### src/rtl/multi_channel_toggle_ctrl_pkg.sv
// Shared types and helpers for multi_channel_toggle_ctrl.
// Optional feature macro (used by the top level): TOGGLE_EDGE_DETECT_EN.
package multi_channel_toggle_ctrl_pkg;

    // Per-channel FSM states.
    typedef enum logic {
        ST_IDLE,
        ST_HOLD
    } chan_state_e;

    // Bits needed to hold values 0..n-1, never less than 1.
    // Used for the mode width (n = MODES) and the hold-off counter (n = HOLDOFF).
    function automatic int unsigned width_of(input int unsigned n);
        return (n <= 2) ? 1 : $clog2(n);
    endfunction

    // Default hold-off length and the counter width derived from it.
    localparam int unsigned DEFAULT_HOLDOFF = 16;
    localparam int unsigned DEFAULT_CNT_W   = width_of(DEFAULT_HOLDOFF);

endpackage

### src/rtl/multi_channel_toggle_ctrl_toggle_channel.sv
// One channel: mode register, hold-off counter and IDLE/HOLD FSM.
module toggle_channel
    import multi_channel_toggle_ctrl_pkg::*;
#(
    parameter int unsigned MODES   = 2,
    parameter int unsigned HOLDOFF = 16,
    parameter int unsigned MW      = width_of(MODES)
) (
    input  logic          clock,
    input  logic          reset,
    input  logic          pulse,
    input  logic          clear,
    input  logic          freeze,
    output logic [MW-1:0] mode,
    output logic          changed,
    output logic          busy
);

    localparam int unsigned    CW        = width_of(HOLDOFF);
    localparam logic [MW-1:0]  MODE_MAX  = MW'(MODES - 1);
    localparam logic [CW-1:0]  CNT_INIT  = (HOLDOFF > 0) ? CW'(HOLDOFF - 1) : '0;

    chan_state_e   state_q, state_d;
    logic [CW-1:0] cnt_q, cnt_d;
    logic [MW-1:0] mode_q, mode_d;
    logic          changed_q, changed_d;
    logic          busy_q, busy_d;

    // Next-state: accept/ignore pulses, run hold-off, then let clear override mode.
    always_comb begin
        state_d   = state_q;
        cnt_d     = cnt_q;
        mode_d    = mode_q;
        changed_d = 1'b0;
        busy_d    = busy_q;

        unique case (state_q)
            ST_IDLE: begin
                if (pulse && !freeze && !clear) begin
                    mode_d    = (mode_q == MODE_MAX) ? '0 : mode_q + MW'(1);
                    changed_d = 1'b1;
                    if (HOLDOFF > 0) begin
                        state_d = ST_HOLD;
                        cnt_d   = CNT_INIT;
                        busy_d  = 1'b1;
                    end
                end
            end
            ST_HOLD: begin
                if (cnt_q == '0) begin
                    state_d = ST_IDLE;
                    busy_d  = 1'b0;
                end else begin
                    cnt_d = cnt_q - CW'(1);
                end
            end
            default: begin
                state_d = ST_IDLE;
                busy_d  = 1'b0;
            end
        endcase

        // Clear only touches the mode; an in-progress hold-off keeps running.
        if (clear) begin
            mode_d    = '0;
            changed_d = (mode_q != '0);
        end
    end

    // State and output registers with synchronous reset.
    always_ff @(posedge clock) begin
        if (reset) begin
            state_q   <= ST_IDLE;
            cnt_q     <= '0;
            mode_q    <= '0;
            changed_q <= 1'b0;
            busy_q    <= 1'b0;
        end else begin
            state_q   <= state_d;
            cnt_q     <= cnt_d;
            mode_q    <= mode_d;
            changed_q <= changed_d;
            busy_q    <= busy_d;
        end
    end

    assign mode    = mode_q;
    assign changed = changed_q;
    assign busy    = busy_q;

endmodule

### src/rtl/multi_channel_toggle_ctrl.sv
// CHANNELS independent modulo-MODES toggle registers with per-channel hold-off.
// Optional macro TOGGLE_EDGE_DETECT_EN: treat pulse as a level and act on rising edges only.
module multi_channel_toggle_ctrl
    import multi_channel_toggle_ctrl_pkg::*;
#(
    parameter  int unsigned CHANNELS = 4,
    parameter  int unsigned MODES    = 2,
    parameter  int unsigned HOLDOFF  = 16,
    localparam int unsigned MW       = width_of(MODES)
) (
    input  logic                   clock,
    input  logic                   reset,
    input  logic [CHANNELS-1:0]    pulse,
    input  logic [CHANNELS-1:0]    clear,
    input  logic                   freeze,
    output logic [CHANNELS*MW-1:0] mode,
    output logic [CHANNELS-1:0]    active,
    output logic [CHANNELS-1:0]    changed,
    output logic [CHANNELS-1:0]    busy
);

    logic [CHANNELS-1:0] pulse_eff;

`ifdef TOGGLE_EDGE_DETECT_EN
    logic [CHANNELS-1:0] pulse_prev_q, pulse_prev_d;
    logic [CHANNELS-1:0] pulse_edge_q, pulse_edge_d;

    // Rising-edge detect on the pulse level; the edge itself is registered.
    always_comb begin
        pulse_prev_d = pulse;
        pulse_edge_d = pulse & ~pulse_prev_q;
    end

    // Edge-detect registers.
    always_ff @(posedge clock) begin
        if (reset) begin
            pulse_prev_q <= '0;
            pulse_edge_q <= '0;
        end else begin
            pulse_prev_q <= pulse_prev_d;
            pulse_edge_q <= pulse_edge_d;
        end
    end

    assign pulse_eff = pulse_edge_q;
`else
    assign pulse_eff = pulse;
`endif

    for (genvar i = 0; i < CHANNELS; i++) begin : g_chan
        toggle_channel #(
            .MODES   (MODES),
            .HOLDOFF (HOLDOFF),
            .MW      (MW)
        ) u_chan (
            .clock   (clock),
            .reset   (reset),
            .pulse   (pulse_eff[i]),
            .clear   (clear[i]),
            .freeze  (freeze),
            .mode    (mode[i*MW +: MW]),
            .changed (changed[i]),
            .busy    (busy[i])
        );

        assign active[i] = (mode[i*MW +: MW] != '0);
    end

endmodule

### config.mk
export PLATFORM = sky130hd
export DESIGN_NAME = multi_channel_toggle_ctrl
export DESIGN_NICKNAME = d
export VERILOG_FILES = /design/src/rtl/multi_channel_toggle_ctrl_pkg.sv /design/src/rtl/multi_channel_toggle_ctrl_toggle_channel.sv /design/src/rtl/multi_channel_toggle_ctrl.sv
export SDC_FILE = /design/constraint.sdc
export NUM_CORES = 1
export LEC_CHECK = 0
export ABC_AREA = 1
export CAP_MARGIN = 0
export CORE_MARGIN = 4
export CORE_UTILIZATION = 40
export DETAILED_ROUTE_END_ITERATION = 8
export PLACE_DENSITY_LB_ADDON = 0.25
export SKIP_LAST_GASP = 1
export SYNTH_ARGS = -nofsm -noshare
export SYNTH_HDL_FRONTEND = slang
export SYNTH_SLANG_ARGS = --single-unit
### constraint.sdc
create_clock -name clock -period 1.7 [get_ports clock]
set_input_delay 0.34 -clock clock [delete_from_list [all_inputs] [get_ports clock]]
set_output_delay 0.34 -clock clock [all_outputs]
set_load 0.05 [all_outputs]
## Word level (Yosys, flattened, before mapping)

Index checks and enable logic that the tools add are counted.
W data, S select, Z words.

| cells by class | value |
|---|---|
| muxes and demuxes | 48 |
| add/sub/neg operators | 8 |
| bitwise gates (word level) | 4 |
| reductions and logical operators | 33 |
| equal/unequal tests | 12 |

Operators by type and width:

| kind | number |
|---|---|
| $mux W4 | 8 |
| $pmux W4 S2 | 4 |
| $mux W1 | 28 |
| $reduce_and A2 Y1 | 12 |
| $logic_not A4 Y1 | 4 |
| $ne A2 B2 Y1 const B | 8 |
| $pmux W1 S2 | 8 |
| $sub A4 B1 Y4 const B | 4 |
| $logic_and A1 B1 Y1 | 8 |
| $ne A2 B1 Y1 const B | 4 |
| $reduce_or A2 Y1 | 4 |
| $logic_not A1 Y1 | 5 |
| $add A1 B1 Y1 const B | 4 |
| $not A1 Y1 | 4 |

| word-level totals | value |
|---|---|
| output and inout port bits | 16 |
| flip-flop bits (word level) | 32 |

## Depth between registers and ports, before layout

| logic depth | value |
|---|---|
| depth after elaboration | 6 |
| gate-level depth with buffers | 8 |

## Modules after synthesis

Synthesis repeated with hierarchy kept, for this count alone.

| second synthesis, totals | value |
|---|---|
| cells, all modules | 208 |
| area total of the unflattened synthesis | 1,556.5 um2 |

Modules (own cells, without submodules):

| module | cells each | instances | area an instance (um2) |
|---|---|---|---|
| toggle_channel | 51 | 4 | 381.6 |
| multi_channel_toggle_ctrl | 4 | 1 | 30.0 |

## Least setup slack after synthesis

No wires, ideal clock.

| timing path | value |
|---|---|
| kind | reg-to-reg |
| from | reg g_chan[0].u_chan.cnt_q[0] |
| to | reg g_chan[0].u_chan.cnt_q[3] |
| required time | 1,569 ps |
| data arrival time | 994 ps |
| path buffers | 0 |
| setup time | 131 ps |
| cell stages (with the launch flop) | 8 |
| clock period less this slack | 1,124 ps |
| slack | 576 ps |
| cells stage by stage | dfxtp_1 > inv_1 > ha_1 > nand2_1 > o21ai_2 > nand2_4 > nand2_2 > a21oi_2 |

| between the ends | value |
|---|---|
| longest elaborated chain between the ends | 3 |
| elaborated cells on any way between the ends | 6 |
| classes of those cells | 1 x add/sub; 1 x eq/ne; 2 x mux; 2 x reduce/logical |

Ends and longest elaborated chain:

| element | line | text |
|---|---|---|
| start, declared | multi_channel_toggle_ctrl_toggle_channel.sv:24 | `logic [CW-1:0] cnt_q, cnt_d;` |
| start signal, assigned | multi_channel_toggle_ctrl_toggle_channel.sv:80 | `cnt_q <= cnt_d;` |
| $sub A4 B1 Y4 or $logic_not A4 Y1 (tied branches) | multi_channel_toggle_ctrl_toggle_channel.sv:54, multi_channel_toggle_ctrl_toggle_channel.sv:50 |  |
| $mux W4 or $ne A2 B2 Y1 (tied branches) | n/a |  |
| $pmux W4 S2 or $reduce_and A2 Y1 (tied branches) | n/a |  |

Parallel ways exist; a longest one is shown, timed or not. The select of a mux whose other input is x is not followed.
A chain may end at the register's enable or synchronous reset.

## Final worst setup path

| timing path | value |
|---|---|
| from | reg g_chan[0].u_chan.mode_q |
| to | out active[0] |

RTL lines:

| element | line | text |
|---|---|---|
| start, declared | multi_channel_toggle_ctrl_toggle_channel.sv:25 | `logic [MW-1:0] mode_q, mode_d;` |
| start signal, assigned | multi_channel_toggle_ctrl_toggle_channel.sv:81 | `mode_q <= mode_d;` |
| end, declared | multi_channel_toggle_ctrl.sv:17 | `output logic [CHANNELS-1:0] active,` |

No word-level cell between the ends.

==> flow_metrics.py <==
metrics = {
    "sta": {
        "worst_pin_slew_ns": 0.322,
        "rsz0062_at_grt": "false",
        "fin_crit_sh": 0.724,
        "finalHoldViolations": 0,
        "max_slew_margin": 0.785,
        "clock_skew_ns": 0.00386,
        "setup_ws_ns": 0.469,
        "finalSetupViolCount": 0,
        "slew_violations": 0,
        "fmax_mhz": 813,
        "min_period_ns": 1.23,
        "tns_ns": 0,
        "holdWs_ns": 0.462,
    },
    "die": {
        "fp.dieW_um": 72.4,
        "fp.coreArea_um2": 4000,
        "io_pins": 27,
        "dieArea_um2": 5240,
        "initial_utilization": 0.414,
        "row_count": 23,
        "die_h_um": 72.4,
    },
    "clock_tree": {
        "cts-root-buf": "clkbuf_8",
        "cts_made_buffers": 5,
        "post_cts_buffers": 0,
        "clkSinkCount": 32,
        "clk_pin_slew_ns": 0.07,
        "clkLatencyLatePin_ns": 0.28,
        "cts_resized": 0,
        "cts_max_level": 2,
        "cts_hold_buf": 0,
        "tritoncts": "done",
        "clk_path_buf_depth": 2,
    },
    "synthesis": {
        "synth_seq_cells": 32,
        "ys_seq_area_frac": 0.387,
        "synth_area_per_cell_um2": 7.46,
        "syn_nets": 237,
        "syn-instance-count": 222,
        "syn_area_um2": 1660,
        "synthDistinctLibCells": 23,
        "yosys_warnings": 0,
    },
    "global_route": {
        "grt_max_degree": 21,
        "gr-total-overflow": 0,
        "grtUsageTotal": 0.131,
        "antenna_found_initial": 0,
        "grt_pass1_wl_mm": 5.42,
        "grt_pass1_vias": 1265,
    },
    "setup_path": {
        "crit_chain": "buf_4",
        "path_class": "reg2out",
        "critPathBufInv": 1,
        "critPathLaunchType": "flip-flop",
        "cp_top_family": "flip-flops",
        "critical_path_required_ns": 1.36,
        "cp.arrival_ns": 0.89,
        "crit_slowest_cell": "dfxtp_1",
        "worstSetupEndpointType": "output port",
        "max_stage_delay_ns": 0.39,
        "crit_fanout": 4,
    },
    "final_layout": {
        "mostFrequentLayoutCell": "nand2_1",
        "final_cell_mix": "nand2_1, dfxtp_1, inv_1, nand3_1",
        "regArea_um2": 641,
        "area_growth_pct": 16.0,
        "diodes": 0,
        "multi_input_area_um2": 763,
        "drive_above_1_share": 0.189,
        "post-route-util": 0.480,
        "fillers": 427,
        "nNetsFinal": 252,
    },
    "placement": {
        "hpwl_mm": 2.26,
        "place_ws_ns": 0.183,
        "globalplace.congestion": 0.790,
        "portBuffers": 26,
    },
    "run": {
        "max_cap_violations": 0,
    },
    "drt": {
        "drt-total-wl_mm": 3.06,
        "drc": 0,
        "ant_nets": 0,
        "vias": 1338,
        "wl_per_cell_um": 10.6,
        "drt_pre_antenna_iters": 4,
        "routed_via_density": 4.65,
        "drtIter0Drc": 89,
    },
    "pwr": {
        "power.density_nw_per_um2": 969,
        "ir_drop_mv": 0.521,
        "p_leak_uw": 0.000814,
    },
    "min_path": {
        "hold_path_class": "reg2reg",
    },
    "run_status": {
        "status": "finished, final reports clean",
    },
}
## per-layer routing
layer	vias up	share of wire	track usage	wire, µm
li1	722	-	-	-
met1	591	0.47	0.162	1450
met2	18	0.47	0.214	1430
met3	7	0.043	0.0360	131
met4	0	0.016	0.0501	48
met5	-	0	0	0
## synthesized netlist by cell type
cell type | count | area share
inv_2 | 3 | 0.0068
ha_1 | 4 | 0.030
nand2_4 | 3 | 0.020
nor2_2 | 1 | 0.0038
buf_2 | 1 | 0.0030
dfxtp_1 | 32 | 0.39
o21ai_0 | 9 | 0.027
nand2_2 | 3 | 0.011
buf_4 | 16 | 0.073
nand3_4 | 3 | 0.032
nand4_1 | 2 | 0.0076
nor2_4 | 2 | 0.014
nand3_1 | 27 | 0.082
a21oi_1 | 15 | 0.045
o21ai_2 | 2 | 0.011
o211ai_1 | 2 | 0.0091
nor2_1 | 18 | 0.041
nand2_1 | 46 | 0.10
inv_1 | 27 | 0.061
a21oi_2 | 2 | 0.011
clkbuf_1 | 2 | 0.0045
clkbuf_4 | 1 | 0.0045
nand4_4 | 1 | 0.013
## final timing paths
kind | start | end | slack, ns | cells past startpoint
worst max-delay path | g_chan[0].u_chan.mode | active[0] | 0.47 | 1
worst min-delay path | g_chan[0].u_chan.busy | g_chan[0].u_chan.busy | 0.46 | 2
worst max register to register | g_chan[1].u_chan.cnt_q[0] | g_chan[1].u_chan.cnt_q[1] | 0.47 | 8
worst min register to register | g_chan[0].u_chan.busy | g_chan[0].u_chan.busy | 0.46 | 2
## stage by stage
| stage | cells | area, µm² | power, µW |
|---|---|---|---|
| detailed placement | 280 | 1810 | 1170 |
| global placement | 280 | 1810 | 1170 |
| CTS | 288 | 1920 | 1890 |
| floorplan | 222 | 1660 | 1100 |
| finish | 288 | 1920 | 1860 |
| global route | 288 | 1920 | 1970 |
## logic make-up (layout without fill, tap and decap cells)
family	count (synthesis)	in the layout	share of synthesized area
buf+inv	50	66	0.153
flops	32	32	0.387
simple gates	106	106	0.328
fa+ha+maj	4	4	0.0302
compound gates	30	30	0.103
## power breakdown
part	switching (µW)	internal, µW	leakage (µW)
clock network	275	435	0.0000552
registers	35.5	796	0.000262
logic	200	120	0.000497
total	511	1350	0.000814
## final cells by class
cell class,count,share of cell area
sequential,32,0.333
multi-input combinational,140,0.397
inverter,30,0.0586
clock buffer,6,0.0378
tap,50,0.0326
clock inverter,2,0.0182
timing repair buffer,28,0.122
## sequential cells by signal (all words and copies together) (netlist names)
signal	count
g_chan.u_chan.busy	4
g_chan.u_chan.changed	4
g_chan.u_chan.mode	4
g_chan.u_chan.cnt_q	16
g_chan.u_chan.state_q	4
No activity file was read; power rests on OpenSTA's default activity.
